$ cat src/rtl/alu_share_arbiter.sv
// Shares one external combinational 32-bit ALU between two valid/ready requesters.
// One operation is in flight at a time: capture operands, drive the ALU for a cycle, hold the result.
module alu_share_arbiter #(
    parameter bit RR_EN = 1'b1,
    parameter int CNT_W = 16
) (
    input  logic             clk,
    input  logic             rst_n,
    input  logic             req0_valid,
    input  logic             req1_valid,
    output logic             req0_ready,
    output logic             req1_ready,
    input  logic [31:0]      req0_a,
    input  logic [31:0]      req1_a,
    input  logic [31:0]      req0_b,
    input  logic [31:0]      req1_b,
    input  logic [3:0]       req0_op,
    input  logic [3:0]       req1_op,
    output logic             rsp0_valid,
    output logic             rsp1_valid,
    input  logic             rsp0_ready,
    input  logic             rsp1_ready,
    output logic [31:0]      rsp0_result,
    output logic [31:0]      rsp1_result,
    output logic             rsp0_zero,
    output logic             rsp1_zero,
    output logic [31:0]      alu_a,
    output logic [31:0]      alu_b,
    output logic [3:0]       alu_op,
    input  logic [31:0]      alu_result,
    input  logic             alu_zero,
    output logic [CNT_W-1:0] grant0_cnt,
    output logic [CNT_W-1:0] grant1_cnt
);

    // Encoding of the ALU add operation; the ALU is left idle on it between operations.
    localparam logic [3:0] ALU_ADD = 4'b0000;

    typedef enum logic [1:0] {S_IDLE, S_EXEC, S_RESP} state_t;

    state_t           r_state;
    state_t           w_state_nxt;
    logic             r_owner;
    logic             r_last_grant;
    logic [31:0]      r_a;
    logic [31:0]      r_b;
    logic [3:0]       r_op;
    logic             r_rsp0_valid;
    logic             r_rsp1_valid;
    logic [31:0]      r_rsp0_result;
    logic [31:0]      r_rsp1_result;
    logic             r_rsp0_zero;
    logic             r_rsp1_zero;
    logic [CNT_W-1:0] r_cnt0;
    logic [CNT_W-1:0] r_cnt1;

    logic w_sel;
    logic w_idle;
    logic w_accept;
    logic w_rsp_take;

    // Round-robin favours the port that did not win last; no lock-in, re-evaluated every IDLE cycle.
    always_comb begin
        w_sel = 1'b0;
        if (req0_valid && req1_valid) begin
            w_sel = RR_EN ? ~r_last_grant : 1'b0;
        end else if (req1_valid) begin
            w_sel = 1'b1;
        end
    end

    assign w_idle     = (r_state == S_IDLE);
    assign req0_ready = w_idle & req0_valid & ~w_sel;
    assign req1_ready = w_idle & req1_valid &  w_sel;
    assign w_accept   = req0_ready | req1_ready;
    assign w_rsp_take = (r_state == S_RESP) & (r_owner ? rsp1_ready : rsp0_ready);

    // NOTE: non-blocking assignments for every register so all state updates on the same edge.
    always_ff @(posedge clk or negedge rst_n) begin
        if (!rst_n) begin
            r_state <= S_IDLE;
        end else begin
            r_state <= w_state_nxt;
        end
    end

    // NOTE: every output of this block gets a default first, so no path can infer a latch.
    always_comb begin
        w_state_nxt = r_state;
        alu_a       = '0;
        alu_b       = '0;
        alu_op      = ALU_ADD;
        case (r_state)
            S_IDLE: if (w_accept) w_state_nxt = S_EXEC;
            S_EXEC: begin
                alu_a       = r_a;
                alu_b       = r_b;
                alu_op      = r_op;
                w_state_nxt = S_RESP;
            end
            S_RESP: if (w_rsp_take) w_state_nxt = S_IDLE;
            default: w_state_nxt = S_IDLE;
        endcase
    end

    always_ff @(posedge clk or negedge rst_n) begin
        if (!rst_n) begin
            r_owner       <= 1'b0;
            r_last_grant  <= 1'b1;
            r_a           <= '0;
            r_b           <= '0;
            r_op          <= ALU_ADD;
            r_rsp0_valid  <= 1'b0;
            r_rsp1_valid  <= 1'b0;
            r_rsp0_result <= '0;
            r_rsp1_result <= '0;
            r_rsp0_zero   <= 1'b0;
            r_rsp1_zero   <= 1'b0;
            r_cnt0        <= '0;
            r_cnt1        <= '0;
        end else begin
            if (w_accept) begin
                r_a          <= w_sel ? req1_a  : req0_a;
                r_b          <= w_sel ? req1_b  : req0_b;
                r_op         <= w_sel ? req1_op : req0_op;
                r_owner      <= w_sel;
                r_last_grant <= w_sel;
                if (!w_sel && (r_cnt0 != '1)) r_cnt0 <= r_cnt0 + 1'b1;
                if ( w_sel && (r_cnt1 != '1)) r_cnt1 <= r_cnt1 + 1'b1;
            end

            if (r_state == S_EXEC) begin
                if (r_owner) begin
                    r_rsp1_result <= alu_result;
                    r_rsp1_zero   <= alu_zero;
                    r_rsp1_valid  <= 1'b1;
                end else begin
                    r_rsp0_result <= alu_result;
                    r_rsp0_zero   <= alu_zero;
                    r_rsp0_valid  <= 1'b1;
                end
            end

            if (w_rsp_take) begin
                if (r_owner) r_rsp1_valid <= 1'b0;
                else         r_rsp0_valid <= 1'b0;
            end
        end
    end

    assign rsp0_valid  = r_rsp0_valid;
    assign rsp1_valid  = r_rsp1_valid;
    assign rsp0_result = r_rsp0_result;
    assign rsp1_result = r_rsp1_result;
    assign rsp0_zero   = r_rsp0_zero;
    assign rsp1_zero   = r_rsp1_zero;
    assign grant0_cnt  = r_cnt0;
    assign grant1_cnt  = r_cnt1;

endmodule

$ cat config.mk
export PLATFORM = sky130hd
export DESIGN_NAME = alu_share_arbiter
export DESIGN_NICKNAME = d
export VERILOG_FILES = /design/src/rtl/alu_share_arbiter.sv
export SDC_FILE = /design/constraint.sdc
export NUM_CORES = 1
export LEC_CHECK = 0
export CAP_MARGIN = 20
export CORE_MARGIN = 5
export CORE_UTILIZATION = 30
export CTS_CLUSTER_DIAMETER = 60
export CTS_CLUSTER_SIZE = 40
export DETAILED_ROUTE_END_ITERATION = 8
export HOLD_SLACK_MARGIN = 0.06
export PLACE_DENSITY = 0.67
export SLEW_MARGIN = 10
export SYNTH_ARGS = -nofsm -noshare
export SYNTH_HDL_FRONTEND = slang
export SYNTH_SLANG_ARGS = --single-unit
$ cat constraint.sdc
create_clock -name clk -period 1.6 [get_ports clk]
set_input_delay 0.32 -clock clk [delete_from_list [all_inputs] [get_ports clk]]
set_output_delay 0.32 -clock clk [all_outputs]
set_load 0.01 [all_outputs]
Word-level counts from Yosys, hierarchy flattened

Cells that the tools add are included.

Register bits after elaboration: 172
Input port bits: 175
Output and inout port bits: 170

Add/sub/neg operators: 2
Eq/ne operators: 6
Mux-type cells: 20
Bitwise operators: 9
Reduce and logical (&&, ||, !) cells: 10

Operator list:

| kind                    | number |
|---|---|
| $mux W32                | 4 |
| $add A16 B1 Y16 const B | 2 |
| $ne A16 B16 Y1 const B  | 2 |
| $mux W1                 | 11 |
| $reduce_and A2 Y1       | 5 |
| $mux W4                 | 2 |
| $pmux W2 S3             | 1 |
| $and A1 B1 Y1           | 5 |
| $mux W2                 | 2 |
| $logic_and A1 B1 Y1     | 3 |
| $not A1 Y1              | 3 |
| $eq A2 B1 Y1 const B    | 1 |
| $eq A2 B2 Y1 const B    | 1 |
| $logic_not A2 Y1        | 1 |
| $ne A2 B1 Y1 const B    | 1 |
| $ne A2 B2 Y1 const B    | 1 |
| $logic_not A1 Y1        | 1 |
| $or A1 B1 Y1            | 1 |

Logic depth before layout (Yosys ltp)

Gate-level depths: netlist of run 1.

Depth after elaboration: 7
Mapped depth: 6
Mapped depth without buffers: 5

Worst setup path after synthesis of run 1

No wires, ideal clock.

Path type: flip-flop to output port
From: reg r_state[1]
To: out alu_a[11]
Arrival: 1337 ps
Data required time: 1280 ps
Slack: -57 ps
Cell stages (with the launch flop): 5
Cell sequence: dfrtp_1 > and2b_1 > clkbuf_1 > clkbuf_1 > and2_1

Longest elaborated chain between the ends: 2

RTL lines:

| element                | line | RTL |
|---|---|---|
| start, declared        | 41   | `state_t r_state;` |
| start signal, assigned | 83   | `r_state <= w_state_nxt;` |
| $eq A2 B1 Y1           | 93   | `case (r_state)` |
| $mux W32               | 93   |  |
| end, declared          | 27   | `output logic [31:0] alu_a,` |

No other way between the ends.

Final worst setup path of run 1

From: reg r_state[1]
To: out alu_a[9]

Same word-level chain as after synthesis.

==> metrics.md, run 1 <==
| Metric | Value |
|---|---|
| Primary FF master, synth | dfrtp_1 |
| PwrDens | 1851 nW/um^2 |
| Top-level I/O count | 345 |
| Global Route Usage Sum | 18.44% |
| Ant. Diodes | 0 |
| First-pass GRT wire length | 42190 microns |
| Fin crit share | 128.9% |
| Least-Margin Pin Slew | 464.6 ps |
| Clk sinks | 172 |
| Vias | 7108 |
| Avg Cell Area, Syn | 11.44 sq um |
| Total congestion overflow | 0 |
| PnR worst setup slack | -461.9 ps |
| Inserted Clock Buffers | 17 |
| Startpoint Class | register |
| Core area | 25980 sq um |
| Die extent in x | 172.1 microns |
| Min Hold Slack | 271.2 ps |
| Number of flops mapped to enable cells by yosys | 0 |
| Max Buffers Root-to-Sink | 2 |
| Final setup skew | 12.55 ps |
| Max_slew headroom | 68.95% |
| Die area | 29610 sq um |
| Netlist cell types | 44 |
| Clock Root Buffer | clkbuf_16 |
| P&R area growth vs syn | 92.28% |
| Most frequent cells in the layout | clkdlybuf4s50_1, dfrtp_1, dlygate4sd2_1 |
| Syn Nets | 866 |
| Row count | 59 |
| Synth async-reset ratio | 100.0% |
| Tmin final | 2062 ps |
| DP HPWL | 18070 microns |
| Fmax | 485.0 MHz |
| Worst Path Arrival | 1740 ps |
| Synthesized area | 7881 sq um |
| First-iteration detailed-routing DRC count | 284 |
| Register area share after synthesis | 54.63% |
| Kind of critical path | reg2out |
| Synth Warn # | 0 |
| PortBufs | 344 |
| CTS clock-pin slew for the worst setup and hold paths | 80 ps |
| Clk Latency, worst-skew pair | 420 ps |
| CTS tree | done |
| Initial antenna violation count | 0 |
| H-tree depth | 4 |
| Post-DR vias/cell | 4.748 |
| Routed Antenna Nets | 0 |
| Drt first pass iters | 5 |
| Leakage | 6.920 nW |
| Flops & latches, synth | 172 |
| Synth top area share | 54.29% |
| DR WL/cell | 20.14 microns |
| Routability cong. | 0.7791 |
| WL final | 30150 microns |
| Critical Path Sink Type | output pin |
| Status | complete, but fails checks |
| Final net count | 1326 |
| Mapped Cells | 689 |
| Hold/Removal Path Class | in2async |
| Synth area leaders | dfrtp_1, mux2_2, mux2i_1 |
| Finish-stage setup viols | 236 |
| Worst EP required | 1280 ps |
| Cell taking the most area after synthesis | dfrtp_1 |
| Hold Vio Cnt, Final | 0 |
| Most common cell after layout, fill and taps aside | clkdlybuf4s50_1 |
| RSZ-0062 raised after global routing | yes |
| Initial core utilization | 30.33% |
| Number of global-route vias before repair | 7277 |
| Max-cap violations | 0 |
| Max Slew Vio Count | 0 |
| Crit path max fanout | 5 |
| IR drop worst, VDD | 938.1 uV |
| Setup tns final | -60430 ps |
| Failing checks | negative setup slack |
| Largest net degree at the start of global routing | 64 |
| # DRC | 0 |
| Share of layout cells above drive strength 1 | 40.79% |
| DIE HEIGHT | 172.1 microns |
-- cells by family (layout without fill, tap and decap cells) --
kind of cell	count (synthesis)	count (layout)	synth area share (%)
flops	172	172	54.63
simple gates	218	218	14.64
mux	136	136	18.40
fa+ha+maj	2	2	0.3175
compound gates	88	88	6.001
buf+inv	45	518	2.905
xor+xnor	28	28	3.112
-- power breakdown --
part           internal (mW)  leakage [nW]  switching [mW]
combinational           9.76          4.62            6.65
sequential              6.30          2.01            1.15
clock                   2.12         0.285            2.07
-- metal layers --
| metal | track usage, % | vias up | share of wire, % |
|---|---|---|---|
| met5 | 0 | - | 0 |
| met4 | 3.657 | 0 | 1.6 |
| met3 | 4.595 | 27 | 6.4 |
| met2 | 32.64 | 241 | 51 |
| met1 | 22.97 | 3520 | 41 |
| li1 | - | 3320 | - |
-- metrics by stage --
| stage | setup WS (ps) | cell area (sq um) | utilization [%] | std cells | power (mW) |
|---|---|---|---|---|---|
| global route | -537.9 | 15150 | 58.32 | 1497 | 29.59 |
| floorplan | -2.239 | 7883 | - | 689 | 12.31 |
| CTS | -486.9 | 14200 | 54.64 | 1476 | 26.18 |
| detailed placement | -540.9 | 12080 | 46.48 | 1377 | 18.29 |
| global placement | -503.2 | 12080 | 46.48 | 1377 | 18.07 |
| finish | -461.9 | 15150 | 58.32 | 1497 | 28.04 |
-- Yosys cell counts, types with 3 or more instances --
library cell and instances:
a211oi_1 3, a21oi_1 75, and2_1 71, and3_1 4, and4_1 3, buf_2 18
buf_4 6, clkbuf_1 14, dfrtp_1 171, inv_1 4, mux2_2 67, mux2i_1 68
nand2_1 16, nand3_1 7, nand4_1 8, nor2_1 78, nor3_1 11, nor4_1 8
xor2_1 26
-- worst max-delay path, stage by stage, from the launching register on --
cell	delay (ps)
dfrtp_1	380
and2b_4	280
buf_12	120
buf_12	100
buf_8	110
buf_6	110
and2_4	130
buf_6	100
-- registers in the layout, summed over array words and instances (netlist names), named ones only --
signal        cells
rsp0_zero         1
rsp1_result      32
grant0_cnt       16
r_b              32
r_state           2
r_last_grant      1
r_op              4
grant1_cnt       16
r_a              32
r_owner           1
rsp1_zero         1
rsp0_result      32
-- final cells by class --
type	count	area, sq um
clock buffer	17	425.4
sequential	172	4312
clock inverter	15	171.4
fill	2148	10830
tap	335	419.2
timing repair buffer	482	5510
inverter	4	17.52
multi-input combinational	472	4299
-- final timing paths --
kind | start | to | slack (ps) | cells past startpoint
worst max-delay path | r_state[1] | alu_a[9] | -460 | 7
worst min-delay path | rst_n | rsp0_result[15] | 270 | 2
worst max register to register | r_state[1] | rsp1_result[14] | -390 | 10
worst min register to register | grant1_cnt[6] | grant1_cnt[6] | 490 | 1
max in group asynchronous | rst_n | r_a[30] | 740 | 3
min in group clk | req1_valid | r_last_grant | 410 | 3
-- timing repair --
item,4_1_cts,5_1_grt
gates resized for setup,597,201
endpoints found under the setup margin,249,245
buffers inserted,46,24
pin swaps,56,47
cloned,24,10
hold buffers,1,0
hold endpoints to repair,171,0
Power figures use the tool's default switching activity.
==> run 2, diff against run 1 <==
--- a/config.mk
+++ b/config.mk
@@ -5,6 +5,7 @@
 export SDC_FILE = /design/constraint.sdc
 export NUM_CORES = 1
 export LEC_CHECK = 0
+export ABC_AREA = 1
 export CAP_MARGIN = 20
 export CORE_MARGIN = 5
 export CORE_UTILIZATION = 30
@@ -12,7 +13,7 @@
 export CTS_CLUSTER_SIZE = 40
 export DETAILED_ROUTE_END_ITERATION = 8
 export HOLD_SLACK_MARGIN = 0.06
-export PLACE_DENSITY = 0.67
+export PLACE_DENSITY = 0.66
 export SLEW_MARGIN = 10
 export SYNTH_ARGS = -nofsm -noshare
 export SYNTH_HDL_FRONTEND = slang
==> run 2 against run 1 <==
Clock power barely moved. Count of clock-buffer cells in the layout rose by 1. Highest routed layer unchanged. The flow still finishes with violations (negative setup slack). Worst hold slack gained 150 ps. Cell count grew 25%. Setup slack improved by 180 ps. Fmax up 9.8%.
==> metrics.md, run 2 <==
| Metric | Value |
|---|---|
| Pre-CTS setup slack | -398.4 ps |
| PortBufs | 344 |
| Final net count | 1652 |
| First-pass GRT wire length | 43610 microns |
| Leakage | 7.572 nW |
| Crit path max fanout | 10 |
| Critical path buffers and inverters | 3 |
| Fill count | 2655 |
| Share of layout cells above drive strength 1 | 21.91% |
| Post-Synth Adder-Cell Area | 0.3013% |
| # DRC | 0 |
| Post-synthesis mux area share | 0% |
| Initial antenna violation count | 0 |
| Top-level I/O count | 345 |
| Design Area, Final | 14290 sq um |
| Core area | 27550 sq um |
| CTS tree | done |
| Final setup skew | 16.99 ps |
| Share of total power in the clock network | 16.8% |
| DR WL/cell | 17.02 microns |
| Number of flops mapped to enable cells by yosys | 0 |
| Fmax | 532.7 MHz |
| Failing checks | negative setup slack |
| Crit path cell chain | nor2_4 -> inv_8 -> clkbuf_16 -> nor2_1 -> buf_2 |
| Total congestion overflow | 0 |
| Max Slew Vio Count | 0 |
| Routed Antenna Nets | 0 |
| Drt first pass iters | 4 |
| PnR worst setup slack | -277.2 ps |
| Netlist cell types | 28 |
| R2R cell count | 10 |
| Max Buffers Root-to-Sink | 2 |
| WL final | 31760 microns |
| Most common cell in the netlist | nand2_1 |
| Switching Share | 40.29% |
| Register area share after synthesis | 51.83% |
| DP HPWL | 20690 microns |
| Simple-gate area share of the yosys netlist | 27.01% |
| Slowest CP cell | dfrtp_1 |
| PwrDens | 1748 nW/um^2 |
| Vias | 8549 |
| Reg-to-reg critical path endpoint | r_a[2] |
| Cell taking the most area after synthesis | dfrtp_1 |
| Status | complete, but fails checks |
| IR drop worst, VDD | 855.2 uV |
| Largest net degree at the start of global routing | 68 |
| H-tree depth | 4 |
| Routability cong. | 0.8482 |
| Clk sinks | 172 |
| Tmin final | 1877 ps |
| DIE HEIGHT | 176.4 microns |
| Clock Root Buffer | clkbuf_16 |
| Hold Vio Cnt, Final | 0 |
| RSZ-0062 raised after global routing | yes |
| Die area | 31120 sq um |
| Clk Latency, worst-skew pair | 430 ps |
| Startpoint Class | register |
| Kind of critical path | reg2out |
| Most common cell after layout, fill and taps aside | nand2_1 |
| Row count | 61 |
| Initial core utilization | 30.15% |
| Hold/Removal Path Class | in2async |
| DP Area | 12450 sq um |
| Flops & latches, synth | 172 |
| Post-DR vias/cell | 4.581 |
| Worst reg2reg startpoint | r_state[1] |
| Synth Warn # | 0 |
| NetSw | 10.06 mW |
| Worst EP required | 1280 ps |
| Logic gate share of total power | 53.4% |
| Syn Nets | 1255 |
| Synthesized area | 8307 sq um |
| Synth top area share | 51.51% |
| Ant. Diodes | 0 |
| Main combinational cell family by area after synthesis | simple AND/OR/NAND/NOR gates |
| Crit. path cell count | 5 |
| Power Internal | 14.91 mW |
| Critical path's top delay family | buffers and inverters |
| First-iteration detailed-routing DRC count | 546 |
| Primary FF master, synth | dfrtp_1 |
| Sequential power share | 29.7% |
| Avg Cell Area, Syn | 7.706 sq um |
| Worst Path Arrival | 1560 ps |
| Die extent in x | 176.4 microns |
| CTS clock-pin slew for the worst setup and hold paths | 80 ps |
| Finish-stage setup viols | 164 |
| Multi-input combinational cell area | 3724 sq um |
| Mapped Cells | 1078 |
| Fin crit share | 117.3% |
| Worst path max stage delay | 420 ps |
| Reg2Reg Setup Slack | -130 ps |
| Inserted Clock Buffers | 17 |
| Least-Margin Pin Slew | 501.4 ps |
| P&R area growth vs syn | 72.00% |
| Max-cap violations | 0 |
| Flip-flop and latch area | 4322 sq um |
| Critical Path Sink Type | output pin |
| Number of global-route vias before repair | 8133 |
| Global Route Usage Sum | 17.48% |
| Max_slew headroom | 66.58% |
| Synth area leaders | dfrtp_1, nand2_1, nor2_1 |
| Synth async-reset ratio | 100.0% |
| Synth Area in XOR/XNOR | 1.476% |
| Most frequent cells in the layout | nand2_1, clkdlybuf4s50_1, dfrtp_1 |
| Compound-cell area share of the yosys netlist | 10.03% |
| Synth cell count leaders | nand2_1, dfrtp_1, nor2_1 |
==> run 2: cell types whose count changed after synthesis, moves of 20 or more <==
cell / previous run / this run
and2_1: 71 / 0
mux2_2: 67 / 0
inv_1: 4 / 124
o21ai_0: 1 / 74
mux2i_1: 68 / 0
nand2_1: 16 / 360
a31oi_1: 2 / 68
nor2_1: 78 / 169
xor2_1: 26 / 6
a21oi_1: 75 / 1
==> run 2: final cells by class <==
class                           instances  area share (%)
Clock buffer                           18           3.074
Sequential cell                       172           30.25
Timing Repair Buffer                  432           32.84
Tap cell                              378           3.310
Inverter                              127           3.424
Clock inverter                         14           1.042
Multi-Input combinational cell        725           26.06
==> run 2: power groups by stage <==
stage / combinational [mW] / clock, mW / sequential (mW)
final: 13.3 / 4.21 / 7.43
after global routing: 14.5 / 4.52 / 7.70
after CTS: 10.3 / 4.32 / 7.31
after detailed placement: 10.7 / 0 / 7.38
after global placement: 10.5 / 0 / 7.31
after floorplan: 4.64 / 0 / 7.66
==> run 2: worst max-delay path by stage <==
| stage | from | to | slack, ps |
|---|---|---|---|
| floorplan | grant1_cnt[0] | grant1_cnt[13] | 40 |
| global placement | req0_valid | req1_ready | -390 |
| detailed placement | req0_valid | req1_ready | -400 |
| CTS | r_state[0] | alu_op[1] | -330 |
| global route | r_state[1] | alu_b[14] | -370 |
| finish | r_state[1] | alu_a[16] | -280 |
==> run 2: per-stage QoR <==
| step | std cells | utilization (%) | power (mW) | hold WS [ps] | TNS [ps] |
|---|---|---|---|---|---|
| 2_1_floorplan | 1078 | - | 12.31 | 24.41 | 0 |
| 3_3_place_gp | 1793 | 45.18 | 17.83 | 309.5 | -36920 |
| 3_5_place_dp | 1793 | 45.18 | 18.05 | 309.8 | -39370 |
| 4_1_cts | 1829 | 46.79 | 21.92 | 416.2 | -27580 |
| 5_1_grt | 1866 | 51.86 | 26.69 | 430.3 | -40820 |
| 6_report | 1866 | 51.86 | 24.98 | 425.3 | -23800 |
==> run 2: timing repair <==
action / in CTS / in global routing
pin swaps: 5 / 12
gates resized for setup: 335 / 279
hold buffers: 1 / 0
setup endpoints to repair: 253 / 245
gates cloned: 0 / 22
hold endpoints to repair: 34 / 0
buffers inserted: 4 / 17
==> run 2: cells by family after synthesis <==
family                   after synthesis
AO/OA/AOI/OAI                        145
AND/OR/NAND/NOR                      564
adder cells (fa/ha/maj)                2
XOR/XNOR                              14
flip-flops                           172
buffers and inverters                181
==> run 2: worst register-to-register path: stages, from the launching register on <==
cell and delay [ps]:
dfrtp_1 420, buf_6 140, nor2_4 140, buf_6 140
nand2_8 50, buf_8 130, nand2_8 110, buf_12 150
buf_8 110, clkbuf_16 140, a31oi_1 80
==> run 2: layer usage <==
metal  GRT usage (%)  vias up  share of wire (%)
li1                -     4148                  -
met5               0        -                  0
met2           29.62      322                 49
met1           22.38     4041                 42
met4           3.965        0                1.9
met3           4.861       38                7.5
==> run 3, diff against run 2 <==
--- a/config.mk
+++ b/config.mk
@@ -8,12 +8,12 @@
 export ABC_AREA = 1
 export CAP_MARGIN = 20
 export CORE_MARGIN = 5
-export CORE_UTILIZATION = 30
+export CORE_UTILIZATION = 39
 export CTS_CLUSTER_DIAMETER = 60
 export CTS_CLUSTER_SIZE = 40
 export DETAILED_ROUTE_END_ITERATION = 8
 export HOLD_SLACK_MARGIN = 0.06
-export PLACE_DENSITY = 0.66
+export PLACE_DENSITY = 0.81
 export SLEW_MARGIN = 10
 export SYNTH_ARGS = -nofsm -noshare
 export SYNTH_HDL_FRONTEND = slang
==> run 3 against run 2 <==
The run still ends with negative setup slack left. Largest power group unchanged. Cell area fell by 4.1%. Critical path depth is 1 higher. Critical endpoint is now alu_b[10]. Critical path type unchanged. Flip-flop and latch count is the same. Cell count shrank 5.2%. Clock skew decreased by 3.5 ps.
==> metrics.md, run 3 (same netlist as run 2, synthesis figures left out) <==
| Metric | Value |
|---|---|
| Finish-stage setup viols | 145 |
| Max Buffers Root-to-Sink | 2 |
| Min Hold Slack | 378.2 ps |
| Tmin final | 1902 ps |
| Startpoint Class | register |
| Final non-filler cell total | 1769 |
| Vias | 8704 |
| # DRC | 0 |
| DIE HEIGHT | 155.9 microns |
| Pre-CTS setup slack | -454.8 ps |
| Reg-to-reg critical path endpoint | r_a[13] |
| Share of total power in the clock network | 17.9% |
| Most common cell after layout, fill and taps aside | nand2_1 |
| Initial antenna violation count | 0 |
| PwrDens | 1741 nW/um^2 |
| Core Util, Final | 65.20% |
| Core area | 21020 sq um |
| PortBufs | 344 |
| CTS clock-pin slew for the worst setup and hold paths | 70 ps |
| Power after layout | 23.86 mW |
| NetSw | 9.275 mW |
| Hold Vio Cnt, Final | 0 |
| R2R cell count | 9 |
| Final setup skew | 13.51 ps |
| Critical Path Source | r_state[1] |
| H-tree depth | 4 |
| Drt first pass iters | 5 |
| Fmax | 525.8 MHz |
| Number of global-route vias before repair | 8497 |
| Design Area, Final | 13710 sq um |
| Sequential power share | 30.5% |
| Slowest CP cell | dfrtp_1 |
| P&R area growth vs syn | 65.01% |
| Final net count | 1658 |
| Total congestion overflow | 0 |
| Worst reg2reg startpoint | r_state[1] |
| Max_slew headroom | 72.49% |
| Max-cap violations | 0 |
| Fin crit share | 118.9% |
| Inserted Clock Buffers | 17 |
| Crit path max fanout | 9 |
| Setup tns final | -23290 ps |
| Most frequent cells in the layout | nand2_1, clkdlybuf4s50_1, dfrtp_1 |
| Flip-flop and latch area | 4320 sq um |
| Dpl cells | 1688 |
| Kind of critical path | reg2out |
| Worst Path Arrival | 1580 ps |
| Status | complete, but fails checks |
| First-pass GRT wire length | 44930 microns |
| CP most frequent cell | buf_12 |
| RSZ-0062 raised after global routing | yes |
| Crit path cell chain | nor2_4 -> inv_4 -> buf_12 -> buf_12 -> nor2_2 -> buf_2 |
| IR drop worst, VDD | 806.4 uV |
| Worst setup path end | alu_b[10] |
| Leakage | 7.311 nW |
| PnR worst setup slack | -301.8 ps |
| Critical Path Sink Type | output pin |
| Post-DR vias/cell | 4.920 |
| Failing checks | negative setup slack |
| Max Slew Vio Count | 0 |
| Fill count | 1749 |
| Least-Margin Pin Slew | 411.1 ps |
| DR WL/cell | 16.49 microns |
| First-iteration detailed-routing DRC count | 644 |
| Logic gate share of total power | 51.6% |
| Clk sinks | 172 |
| Hold/Removal Path Class | in2async |
| Largest net degree at the start of global routing | 68 |
| Worst path max stage delay | 410 ps |
| Die area | 24320 sq um |
| Clock Root Buffer | clkbuf_16 |
| DP HPWL | 19730 microns |
| Clk Latency, worst-skew pair | 430 ps |
| DP Area | 12320 sq um |
| Reg2Reg Setup Slack | -180 ps |
| Switching Share | 38.86% |
| Row count | 53 |
| Ant. Diodes | 0 |
| CTS tree | done |
| Initial core utilization | 39.52% |
| Multi-input combinational cell area | 3457 sq um |
| Routability cong. | 0.8549 |
| Die extent in x | 155.9 microns |
| Top-level I/O count | 345 |
| Share of layout cells above drive strength 1 | 18.41% |
| Worst EP required | 1280 ps |
| WL final | 29170 microns |
| Routed Antenna Nets | 0 |
| Power Internal | 14.59 mW |
| Global Route Usage Sum | 23.12% |
==> run 3: cell count changes in the layout (fill, tap and decap cells not counted), sizes merged, moves of 15 or more <==
| cell | delta |
|---|---|
| clkbuf | -15 |
| dlymetal6s2s | -27 |
| dlygate4sd2 | +29 |
| buf | +18 |
==> run 3: worst min path at each step <==
stage | end | slack (ps) | cells after the start
floorplan | async pin | 20 | 0
global placement | rsp1_result[19] | 250 | 1
detailed placement | rsp0_result[16] | 260 | 1
CTS | rsp0_result[16] | 370 | 2
global route | rsp0_result[16] | 390 | 2
finish | rsp0_result[16] | 380 | 2
==> run 3: repair_timing <==
action	CTS	global route
hold buffers	1	0
cloned	13	1
endpoints found under the setup margin	243	215
setup buffers	27	8
pin swaps	7	7
gates resized for setup	413	100
hold endpoints to repair	29	0
==> run 3: power groups by stage <==
stage	logic [mW]	clock network, mW	registers [mW]
after floorplan	4.64	0	7.66
after global placement	10.4	0	7.27
after detailed placement	10.7	0	7.36
after CTS	11.8	4.36	7.28
after global routing	13.4	4.52	7.53
final	12.3	4.27	7.27
==> run 3: routing by layer <==
metal / up-vias / track usage (%) / routed length [microns]
met3: 49 / 5.770 / 2538
met2: 381 / 38.90 / 14570
li1: 4170 / - / -
met4: 0 / 7.295 / 635
met5: - / 0 / 0
met1: 4104 / 29.41 / 11430
==> run 3: layout make-up <==
class,instances,area share (%)
clock buffers,18,3.204
clock inverters,14,1.223
inverters,127,3.533
multi-input cells,727,25.22
flip-flops and latches,172,31.52
well taps,275,2.510
repair buffers,436,32.79
==> run 3: worst max-delay path, delay by kind of cell (launching register included) <==
| family | cells | cell delay (ps) |
|---|---|---|
| AND/OR/NAND/NOR | 2 | 230 |
| buffers and inverters | 4 | 500 |
| flip-flops | 1 | 410 |
